File: src/rtl/delta_pkg.sv
// delta_stage shared widths, mode constants and value bounds.
// Build option: DELTA_SATCNT_EN enables the saturation event counter.
package delta_pkg;

    localparam int MODE_OUTPUT = 0;
    localparam int MODE_HIDDEN = 1;

    function automatic int f_wa1(input int np, input int wv);
        return $clog2(np) + 1 + wv;
    endfunction

    function automatic int f_wa(input int mode, input int np, input int nn,
                                input int wv);
        return (mode == MODE_HIDDEN) ? $clog2(nn) + wv : f_wa1(np, wv);
    endfunction

    function automatic int f_wd(input int mode, input int np, input int nn,
                                input int wv);
        int a;
        int b;
        a = f_wa1(np, wv);
        b = f_wa(mode, np, nn, wv);
        return ((a > b) ? a : b) + 1;
    endfunction

    function automatic int f_wsh(input int wv);
        return (wv > 1) ? $clog2(wv) : 1;
    endfunction

    function automatic int f_one(input int wv);
        return (1 << (wv - 1)) - 1;
    endfunction

    function automatic int f_max(input int wv);
        return (1 << (wv - 1)) - 1;
    endfunction

    function automatic int f_min(input int wv);
        return -(1 << (wv - 1));
    endfunction

endpackage

File: src/rtl/delta_lane.sv
// delta_stage per-channel lane: stage-1 gate/subtract, stage-2 shift/clamp.
// Build option: none (saturation flag is always produced).
module delta_lane
    import delta_pkg::*;
#(
    parameter int MODE = MODE_HIDDEN,
    parameter int WA1  = 8,
    parameter int WA   = 7,
    parameter int WD   = 9,
    parameter int WV   = 4,
    parameter int WSH  = 2
) (
    input  logic                  clk,
    input  logic                  rst,
    input  logic                  take,
    input  logic                  load,
    input  logic signed [WA1-1:0] a1,
    input  logic signed [WA-1:0]  a2,
    input  logic [WSH-1:0]        shift,
    output logic signed [WV-1:0]  q,
    output logic                  sat
);

    localparam logic signed [WD-1:0] ONE = WD'(f_one(WV));
    localparam logic signed [WD-1:0] HI  = WD'(f_max(WV));
    localparam logic signed [WD-1:0] LO  = WD'(f_min(WV));

    logic signed [WD-1:0] x1;
    logic signed [WD-1:0] x2;
    logic signed [WD-1:0] d;
    logic signed [WD-1:0] d_q;
    logic signed [WD-1:0] s;
    logic signed [WV-1:0] qn;
    logic                 hi;
    logic                 lo;

    // WD is one bit wider than either operand, so the subtract never wraps
    assign x1 = {{(WD-WA1){a1[WA1-1]}}, a1};
    assign x2 = {{(WD-WA){a2[WA-1]}}, a2};

    if (MODE == MODE_HIDDEN) begin : g_hid
        assign d = (!x1[WD-1] && (x1 <= ONE)) ? x2 : '0;
    end else begin : g_out
        assign d = x1 - x2;
    end

    assign s   = d_q >>> shift;
    assign hi  = s > HI;
    assign lo  = s < LO;
    assign sat = hi || lo;

    always_comb begin
        qn = s[WV-1:0];
        if (hi) begin
            qn = HI[WV-1:0];
        end else if (lo) begin
            qn = LO[WV-1:0];
        end
    end

    always_ff @(posedge clk) begin
        if (rst) begin
            d_q <= '0;
            q   <= '0;
        end else begin
            if (take) begin
                d_q <= d;
            end
            if (load) begin
                q <= qn;
            end
        end
    end

endmodule

File: src/rtl/delta_stage.sv
// Two-stage backprop delta generator with joined inputs and NB-way broadcast.
// Build option: DELTA_SATCNT_EN enables oSatCount; otherwise it is tied to 0.
module delta_stage
    import delta_pkg::*;
#(
    parameter string HIDDEN = "yes",
    parameter int    NP     = 5,
    parameter int    NC     = 6,
    parameter int    NN     = 7,
    parameter int    WV     = 4,
    parameter int    NB     = 2,
    parameter string BURST  = "yes",
    localparam int   MODE   = (HIDDEN == "yes") ? MODE_HIDDEN : MODE_OUTPUT,
    localparam int   WA1    = f_wa1(NP, WV),
    localparam int   WA     = f_wa(MODE, NP, NN, WV),
    localparam int   WD     = f_wd(MODE, NP, NN, WV),
    localparam int   WSH    = f_wsh(WV)
) (
    input  logic                 iCLK,
    input  logic                 iRST,
    input  logic                 iValid_AS_Accum1,
    output logic                 oReady_AS_Accum1,
    input  logic [NC*WA1-1:0]    iData_AS_Accum1,
    input  logic                 iValid_AS_Accum2,
    output logic                 oReady_AS_Accum2,
    input  logic [NC*WA-1:0]     iData_AS_Accum2,
    input  logic [WSH-1:0]       iShift,
    output logic [NB-1:0]        oValid_BM_Delta,
    input  logic [NB-1:0]        iReady_BM_Delta,
    output logic [NB*NC*WV-1:0]  oData_BM_Delta,
    input  logic                 iClrSat,
    output logic [15:0]          oSatCount
);

    localparam bit BRST = (BURST == "yes");

    logic            v1;
    logic [NB-1:0]   pend;
    logic [WSH-1:0]  sh_q;
    logic            full2;
    logic            retire;
    logic            load2;
    logic            load1;
    logic            take;
    logic [NC-1:0]   sat;
    logic [NC*WV-1:0] q_all;

    // retire: every consumer still pending accepts in this cycle
    assign full2  = |pend;
    assign retire = full2 && ((pend & ~iReady_BM_Delta) == '0);
    assign load2  = v1 && (!full2 || (BRST && retire));
    assign load1  = !v1 || load2;
    assign take   = iValid_AS_Accum1 && iValid_AS_Accum2 && load1;

    assign oReady_AS_Accum1 = iValid_AS_Accum2 && load1;
    assign oReady_AS_Accum2 = iValid_AS_Accum1 && load1;
    assign oValid_BM_Delta  = pend;
    assign oData_BM_Delta   = {NB{q_all}};

    always_ff @(posedge iCLK) begin
        if (iRST) begin
            v1   <= 1'b0;
            pend <= '0;
            sh_q <= '0;
        end else begin
            if (take) begin
                v1 <= 1'b1;
            end else if (load2) begin
                v1 <= 1'b0;
            end
            if (load2) begin
                pend <= '1;
            end else begin
                pend <= pend & ~iReady_BM_Delta;
            end
            if (take) begin
                sh_q <= iShift;
            end
        end
    end

    for (genvar gi = 0; gi < NC; gi++) begin : g_lane
        delta_lane #(
            .MODE (MODE),
            .WA1  (WA1),
            .WA   (WA),
            .WD   (WD),
            .WV   (WV),
            .WSH  (WSH)
        ) u_lane (
            .clk   (iCLK),
            .rst   (iRST),
            .take  (take),
            .load  (load2),
            .a1    (iData_AS_Accum1[gi*WA1+:WA1]),
            .a2    (iData_AS_Accum2[gi*WA+:WA]),
            .shift (sh_q),
            .q     (q_all[gi*WV+:WV]),
            .sat   (sat[gi])
        );
    end

`ifdef DELTA_SATCNT_EN
    localparam int WN = $clog2(NC + 1);

    logic [WN-1:0] nsat;
    logic [16:0]   sum;
    logic [15:0]   cnt;

    always_comb begin
        nsat = '0;
        for (int i = 0; i < NC; i++) begin
            nsat = nsat + WN'(sat[i]);
        end
    end

    assign sum = {1'b0, cnt} + 17'(nsat);

    // clear beats a same-cycle saturation event; count sticks at all ones
    always_ff @(posedge iCLK) begin
        if (iRST) begin
            cnt <= '0;
        end else if (iClrSat) begin
            cnt <= '0;
        end else if (load2) begin
            cnt <= sum[16] ? 16'hFFFF : sum[15:0];
        end
    end

    assign oSatCount = cnt;
`else
    logic unused_sat;
    assign unused_sat = iClrSat ^ (^sat);
    assign oSatCount  = '0;
`endif

endmodule

File: config.mk
export PLATFORM = sky130hd
export DESIGN_NAME = delta_stage
export DESIGN_NICKNAME = d
export VERILOG_FILES = /design/src/rtl/delta_pkg.sv /design/src/rtl/delta_lane.sv /design/src/rtl/delta_stage.sv
export SDC_FILE = /design/constraint.sdc
export NUM_CORES = 1
export LEC_CHECK = 0
export ABC_AREA = 1
export CORE_UTILIZATION = 37
export CTS_BUF_LIST = sky130_fd_sc_hd__clkbuf_8
export CTS_CLUSTER_DIAMETER = 50
export CTS_CLUSTER_SIZE = 14
export DETAILED_ROUTE_END_ITERATION = 7
export PLACE_DENSITY_LB_ADDON = 0.3
export REMOVE_ABC_BUFFERS = 1
export SLEW_MARGIN = 20
export SYNTH_ARGS = -nofsm -noshare
export SYNTH_HDL_FRONTEND = slang
export SYNTH_SLANG_ARGS = --single-unit
File: constraint.sdc
create_clock -name iCLK -period 1.5 [get_ports iCLK]
set_input_delay 0.45 -clock iCLK [delete_from_list [all_inputs] [get_ports iCLK]]
set_output_delay 0.45 -clock iCLK [all_outputs]
set_load 0.02 [all_outputs]
==> flow_results.org, run 1 <==
** CTS
- The clock net in this run drives a total of a little over 70 sinks.
- The number of clock buffers added by TritonCTS is 9.
- The H-tree generated during clock tree synthesis spans 3 levels.
- TritonCTS built the clock tree.
- Clock root cell :: clkbuf_8
- Maximum count of clock buffers along a single path :: 2
- Insertion delay of the later-clocked pin in the worst-skew pair :: about 0.34 ns
- After clock tree synthesis, the clock-pin slew on the worst setup and hold paths is 0.08 ns.

** STA
- After layout, the worst setup slack is -0.124 ns.
- Setup violations remaining at the end of the flow were counted as 3.
- Fraction of the cycle the final worst path needs :: 108%
- Hold is met by 0.448 ns.
- The final hold violation count came to 0.
- Setup repair after global routing could not meet its margin everywhere.
- On the final layout, the worst clock skew is between 0.009 and 0.01 ns.
- Tmin final :: ~1.6 ns
- Based on the critical path, the design can be clocked at up to slightly above 0.6 GHz.
- The final-report max-slew violation count is 0.

** Job
- Max-cap violations in this run came to 0.

** Logic synthesis
- After synthesis, the netlist uses 33 different library cells.
- Number of warnings issued by yosys :: 0
- The mapped netlist covers 4320 µm².
- A synthesized cell averages around 6.4 µm².
- Counting every instance in the synthesized netlist gives 675.
- Total of flip-flops plus latches after synthesis :: just over 70
- Of the synthesized area, sequential elements account for 32.9%.

** Global route
- Global-route wire length before repair :: around 16 mm
- Largest net degree at the start of global routing :: 33
- Number of antenna violations at the first check in global routing :: 0
- Vias in the first global route :: between 3000 and 4000
- Total GRT Usage :: between 15 and 20%
- After global routing the overflow that remains totals 0.

** Worst setup path
- In this run the critical register-to-register path is captured at v1.
- In this run the critical register-to-register path is launched from oValid_BM_Delta[0].
- STA puts the critical path data arrival time at between 1 and 1.5 ns.
- Following the worst setup path forward leads to its endpoint at oReady_AS_Accum1.
- Endpoint kind of the worst setup timing path :: output pin
- The worst register-to-register path has a setup slack of -0.06 ns.
- Kind of launch point of the worst setup path :: flop
- Kind of critical path :: reg2out
- Counting cells, the worst reg-to-reg path comes to 11.
- The most critical setup path has its startpoint at oValid_BM_Delta[0].
- STA puts the critical path data required time at approximately 1.1 ns.
- In this run the worst path has a maximum fanout of 2.

** Routing
- For this run, design rule violations remaining after detail routing come to 0.
- After detailed routing, the total wire length is roughly 10 mm.
- Using the TritonRoute via totals, the vias-per-cell ratio works out to 4.64.
- For this block, the initial DRC count from the detailed router was about 160.
- Drt first pass iters :: 4
- In the final routed layout, each cell accounts on average for around 11 µm.
- Across all layers, the routed design uses approximately 4400 vias.
- Antenna viol nets, final :: 0

** Layout
- The number of antenna diodes in the final layout is 0.
- Final non-filler cell total :: roughly 940
- Counting the fill cells in the layout gives 1146.
- Area occupied by multi-input gates :: 2160 µm²
- Nets :: a little under 900
- Area occupied by registers :: around 1400 µm²
- Area grow syn2layout :: 36.2%
- Final design instance area without fill :: between 5000 and 6000 µm²
- Fraction of final layout cells sized beyond drive strength 1 :: about a fifth

** Die
- 167 I/O pins were placed.
- The floorplan step defined a die boundary enclosing roughly 12000 µm².
- The initial utilization of the core area, before any placement, comes to between 30% and 40%.
- Std cell rows :: 39
- Die Y :: approximately 110 µm
- The total area inside the core boundary comes to between 10000 and 15000 µm².
- The die is around 110 µm wide.

** Placement
- Number of instances in the placed design :: between 900 and 1000
- At the end of routability-driven placement, the weighted congestion stood at slightly above 0.8.
- Input and output buffers added on the ports amount to between 100 and 150.
- After detailed placement, the total cell area comes to 5650 µm².
- Half-perimeter wire length of the detailed placement result :: a little under 8 mm
- OpenSTA, run right after detailed placement, puts the worst setup slack at -0.809 ns.

** Status
- The final reports fail on negative setup slack.
- The run finished, with violations left.

** Worst hold path
- In this run the most critical hold path is launched from g_lane[3].u_lane.d_q[0].
- The worst hold path passes through 2 cells.
- In this run the worst hold path is classified as reg2reg.

** Power and ir drop
- In this run the power density over the cells is ~830 nW/µm².
- In this run the static leakage power is between 2 and 3 nW.
- Peak supply drop :: 0.413 mV
- Power, Total :: a little under 5 mW
-- final cells by class --
type	count	share of cell area, %
Tap cell	143	3.04
Timing Repair Buffer	167	27.3
Inverter	76	5.06
Clock inverter	7	1.51
Multi-Input combinational cell	470	36.7
Sequential cell	71	24.3
Clock buffer	9	2.10
-- synthesized netlist by cell type --
| cell type | instances | share of area, % |
|---|---|---|
| conb_1 | 1 | 0.087 |
| buf_6 | 8 | 2.1 |
| nand3_1 | 27 | 3.1 |
| inv_2 | 4 | 0.35 |
| nor3_1 | 6 | 0.69 |
| o21ai_2 | 2 | 0.41 |
| buf_1 | 2 | 0.17 |
| inv_8 | 1 | 0.26 |
| clkbuf_1 | 9 | 0.78 |
| o21ai_1 | 7 | 0.81 |
| nand2_4 | 1 | 0.26 |
| buf_8 | 1 | 0.35 |
| buf_12 | 1 | 0.46 |
| or2_1 | 1 | 0.14 |
| dfxtp_1 | 71 | 33 |
| or2_2 | 2 | 0.29 |
| inv_1 | 71 | 6.2 |
| clkbuf_2 | 2 | 0.23 |
| nand2_2 | 12 | 1.7 |
| o211a_1 | 4 | 0.93 |
| nand2_1 | 169 | 15 |
| nor2_1 | 95 | 8.2 |
| o21ai_0 | 72 | 8.3 |
| buf_2 | 8 | 0.93 |
| o211ai_2 | 1 | 0.29 |
| nand3_2 | 1 | 0.23 |
| nand3b_1 | 1 | 0.17 |
| a21oi_1 | 36 | 4.2 |
| a21oi_2 | 13 | 2.6 |
| o211ai_1 | 2 | 0.35 |
| buf_4 | 42 | 7.3 |
| nor2_4 | 1 | 0.26 |
| mux2i_1 | 1 | 0.23 |
-- worst min path at each step --
stage | slack (ns) | to
6_report | 0.45 | g_lane[3].u_lane.d_q[0]
5_1_grt | 0.50 | g_lane[3].u_lane.d_q[2]
4_1_cts | 0.46 | g_lane[3].u_lane.d_q[0]
3_5_place_dp | 0.44 | g_lane[3].u_lane.d_q[0]
3_3_place_gp | 0.44 | g_lane[3].u_lane.d_q[0]
2_1_floorplan | 0.43 | g_lane[3].u_lane.d_q[0]
-- routing by layer --
| metal | wire length [µm] | global-route usage [%] |
|---|---|---|
| met1 | 4650 | 20.4 |
| met2 | 5100 | 31.1 |
| met3 | 514 | 2.76 |
| met4 | 110 | 6.77 |
| met5 | 0 | 0 |
-- what timing repair did --
| action | CTS | global route |
|---|---|---|
| buffers inserted | 7 | 1 |
| pin swaps | 6 | 4 |
| gates resized for setup | 142 | 54 |
| setup endpoints to repair | 119 | 91 |
| hold buffers | 0 | 0 |
-- worst max-delay path, stage by stage (launching register included) --
cell and delay [ns]:
dfxtp_2 0.33, nand2_2 0.07, nand2_2 0.06, nand2_2 0.08
inv_2 0.06, nor2_2 0.10, buf_6 0.13
-- logic make-up after synthesis --
| logic type | Yosys count | synth area share (%) |
|---|---|---|
| AND/OR/NAND/NOR | 316 | 29.8 |
| buffers and inverters | 149 | 19.1 |
| AO/OA/AOI/OAI | 137 | 17.9 |
| flip-flops | 71 | 32.9 |
| multiplexers | 1 | 0.231 |
| other | 1 | 0.0867 |
-- cell usage in the layout, fill, tap and decap left out, types with 2 or more instances in the layout --
cell type        count
nand2_1            165
nor2_1              94
clkdlybuf4s50_1     75
inv_1               70
dfxtp_1             65
o21ai_0             64
a21oi_1             34
nand3_1             27
clkdlybuf4s15_2     27
buf_4               26
clkbuf_2            19
nand2_2             16
conb_1              16
o21ai_1             15
a21oi_2             15
clkbuf_8             9
buf_12               7
nor3_1               6
dfxtp_2              5
buf_6                5
inv_2                4
o211a_1              4
clkdlybuf4s15_1      3
dlygate4sd2_1        3
or2_2                2
o21ai_2              2
inv_4                2
o211ai_1             2
bufinv_16            2
clkinvlp_4           2
clkinv_2             2
buf_2                2
-- per-stage QoR --
stage          utilization, %  setup TNS, ns
2_1_floorplan               -         -16.10
3_3_place_gp             49.4         -33.25
3_5_place_dp             49.4         -34.75
4_1_cts                  52.0         -0.222
5_1_grt                  51.6          -1.02
6_report                 51.6         -0.292
-- report_power, final --
group	total (mW)	switching, mW	internal [mW]
clock	1.65	0.725	0.925
combinational	1.19	0.641	0.548
sequential	2.07	0.0808	1.99
total	4.91	1.45	3.46
-- state kept, by name, indices dropped and copies added, names as in the netlist --
name,count
g_lane.u_lane.d_q,42
g_lane.u_lane.q,24
oValid_BM_Delta,2
sh_q,2
v1,1
(Power assumes the default switching activity.)
==> run 2: changes to the inputs <==
--- a/config.mk
+++ b/config.mk
@@ -6,11 +6,13 @@
 export NUM_CORES = 1
 export LEC_CHECK = 0
 export ABC_AREA = 1
+export ABC_CLOCK_PERIOD_IN_PS = 1500
 export CORE_UTILIZATION = 37
 export CTS_BUF_LIST = sky130_fd_sc_hd__clkbuf_8
 export CTS_CLUSTER_DIAMETER = 50
 export CTS_CLUSTER_SIZE = 14
 export DETAILED_ROUTE_END_ITERATION = 7
+export HOLD_SLACK_MARGIN = 0.03
 export PLACE_DENSITY_LB_ADDON = 0.3
 export REMOVE_ABC_BUFFERS = 1
 export SLEW_MARGIN = 20
==> constraint.sdc (replaced) <==
create_clock -name iCLK -period 1.5 [get_ports iCLK]
set_input_delay 0.3 -clock iCLK [delete_from_list [all_inputs] [get_ports iCLK]]
set_output_delay 0.3 -clock iCLK [all_outputs]
set_load 0.02 [all_outputs]
==> run 2 against run 1 <==
The run now ends clean. Wire length is 0.50% higher. Die area stayed put. Global-route usage increased by 0.35 points. Design area is essentially flat. Sequential power hardly changed. Fmax increased by 13%. Clock-buffer cell count increased by 2. First-iteration DRC count shrank 26%. Worst hold slack improved by 0.020 ns. Flip-flop and latch count stayed put. Critical endpoint is now oReady_AS_Accum2. Largest power group unchanged.
==> flow_results.org, run 2 (same netlist as run 1, synthesis figures left out) <==
** Routing
- The number of nets with antenna violations after detailed routing is 0 (unchanged).
- The routed wire length came to 10.4 mm (+0.50%).
- Routed len/inst :: 11.0 µm (+0.29%)
- The remaining design rule violation count is 0 (unchanged).
- Drt first pass iters :: 6 (+2)
- Violation count after the first detailed-routing iteration :: 115 (-26%)
- The total number of vias was 4442 (+1.4%).
- Number of vias per cell :: 4.70 (+1.2%)

** Worst hold path
- The tightest min-delay check is of the reg2reg type.

** STA
- Unrepaired setup endpoints after global routing :: true
- Worst-case clock skew :: 0.0101 ns (+0.000608 ns)
- Final max-slew violation count :: 0 (unchanged)
- The final setup TNS was 0 ns (+0.292 ns).
- The final hold violation count was 0 (unchanged).
- Fraction of the cycle the final worst path needs :: 96.0% (-12 points)
- Hold WS :: 0.467 ns (+0.0196 ns)
- The setup violation total in the final timing report is 0 (-3).
- The final period demand of the worst path was 1.44 ns (-0.184 ns).
- The peak clock frequency supported by timing was 0.695 GHz (+13%).

** Layout
- Most common cell after layout, fill and taps aside :: nand2_1
- The largest registers in the layout are g_lane.u_lane.d_q (42), g_lane.u_lane.q (24).
- Nets :: 896 (+0.22%)
- End-of-flow core utilization :: 51.6% (about the same)
- Final design instance area without fill :: 5890 µm² (about the same)
- Flip-flop count of the largest register after layout :: 42 (unchanged)
- g_lane.u_lane.d_q holds more flip-flops than any other register.
- The number of antenna repair diodes is 0 (unchanged).
- The area added between synthesis and finish is 36.2% (about the same).
- Fraction of final layout cells sized beyond drive strength 1 :: 13.8% (-5.4 points)
- The library cells used most frequently in the layout, excluding fill and tap cells, are nand2_1 (160), nor2_1 (94), clkdlybuf4s50_1 (77).

** Die
- The overall die area is 12100 µm² (unchanged).
- The initial core utilization is 37.9% (unchanged).
- Std cell rows :: 39 (unchanged)
- Total I/O pin count :: 167 (unchanged)
- Chip width :: 110 µm (unchanged)
- The die boundary height was 110 µm (unchanged).
- CORE AREA :: 11400 µm² (unchanged)

** Placement
- The global placement routability congestion was 0.825 (+1.2%).
- The post-place instance area came to 5630 µm² (-0.27%).
- Number of I/O port buffers :: 131 (unchanged)
- Half-perimeter wire length of the detailed placement result :: 7.76 mm (about the same)

** CTS
- Clock root cell :: clkbuf_8
- Insertion delay of the later-clocked pin in the worst-skew pair :: 0.35 ns (about the same)
- The largest buffer count on any clock path came to 2 (unchanged).
- CTS tree :: built
- The clock slew at the register clock pins of the worst setup and hold paths was 0.08 ns (about the same).
- Clock buffer count from CTS :: 9 (unchanged)
- H-tree level count :: 3 (unchanged)
- The number of sinks handled by clock tree synthesis is 71 (unchanged).

** Power and ir drop
- Pwr/cell area :: 798 nW/µm² (-4.3%)
- The worst supply voltage drop on vdd is 0.349 mV (-15%).
- Power, Total :: 4.70 mW (-4.4%)
- Total leakage power :: 2.86 nW (+6.3%)

** Global route
- Vias in the first global route :: 3912 (+1.4%)
- The global-route wire length before repair is 16.8 mm (+2.3%).
- Number of antenna violations at the first check in global routing :: 0 (unchanged)
- Total overflow reported by the global router :: 0 (unchanged)
- Largest net degree at the start of global routing :: 33 (unchanged)
- The global router's overall resource usage is 17.6% (+0.35 points).

** Worst setup path
- Required @ worst endpoint :: 1.20 ns (+0.15 ns)
- The worst setup path is launched from a flop.
- Kind of critical path :: reg2out
- The worst-path maximum fanout was 2 (unchanged).
- Critical path arrival :: 1.14 ns (-0.03 ns)
- STA classifies the critical path endpoint as an output pin.

** Job
- The number of maximum-capacitance violations is 0 (unchanged).

** Status
- The flow ran to the end, and the final reports show no timing, DRC or antenna violations.
[run 2: cell types whose count changed in the layout (fill, tap and decap cells not counted), sizes merged]
cell and change:
inv -1, clkdlybuf4s50 +2, bufinv -2, clkdlybuf4s15 -30, clkbuf -17, clkinvlp +1
dlygate4sd2 +49
[run 2: cell type report]
| type | instances | area (µm²) |
|---|---|---|
| clock buffers | 11 | 151 |
| clock inverters | 5 | 32.5 |
| fillers | 1174 | 5530 |
| inverters | 76 | 295 |
| multi-input cells | 470 | 2190 |
| flip-flops and latches | 71 | 1430 |
| well taps | 143 | 179 |
| repair buffers | 169 | 1610 |
[run 2: through the flow]
| step | cells | worst slack (ns) |
|---|---|---|
| after floorplan | 617 | -0.588 |
| after global placement | 923 | -0.508 |
| after detailed placement | 923 | -0.519 |
| after CTS | 942 | -0.00656 |
| after global routing | 945 | -0.0158 |
| final | 945 | 0.0603 |
[run 2: path summary, 6_finish.rpt]
| check | start | to | slack [ns] | depth (start not counted) |
|---|---|---|---|---|
| min reg2reg | g_lane[3].u_lane.d_q[0] | g_lane[3].u_lane.d_q[0] | 0.47 | 2 |
| max | oValid_BM_Delta[0] | oReady_AS_Accum2 | 0.06 | 6 |
| min | g_lane[3].u_lane.d_q[0] | g_lane[3].u_lane.d_q[0] | 0.47 | 2 |
| max reg2reg | sh_q[0] | g_lane[4].u_lane.q[2] | 0.08 | 8 |
[run 2: power by group]
| part | internal (mW) | switching (mW) | leakage (nW) |
|---|---|---|---|
| Clock | 0.685 | 0.741 | 0.0873 |
| Combinational | 0.549 | 0.653 | 2.19 |
| Sequential | 1.99 | 0.0776 | 0.583 |
| Total | 3.22 | 1.47 | 2.86 |
[run 2: timing repair]
item / CTS / global route
gates resized for setup: 65 / 38
buffers inserted: 3 / 4
hold buffers: 0 / 0
pin swaps: 2 / 6
endpoints found under the setup margin: 79 / 65
[run 2: metal layers]
metal | up-vias | GRT usage, % | share of wire [%]
li1 | 2314 | - | -
met5 | - | 0 | 0
met1 | 2009 | 20.8 | 44
met3 | 10 | 2.59 | 4.4
met4 | 0 | 6.20 | 1.2
met2 | 109 | 32.3 | 50
[run 2: critical path: stages, from the launching register on]
cell and delay (ns):
dfxtp_1 0.32, nand2_2 0.07, nand2_1 0.06, nand2_2 0.07, inv_2 0.05, nor2_4 0.11
buf_6 0.12
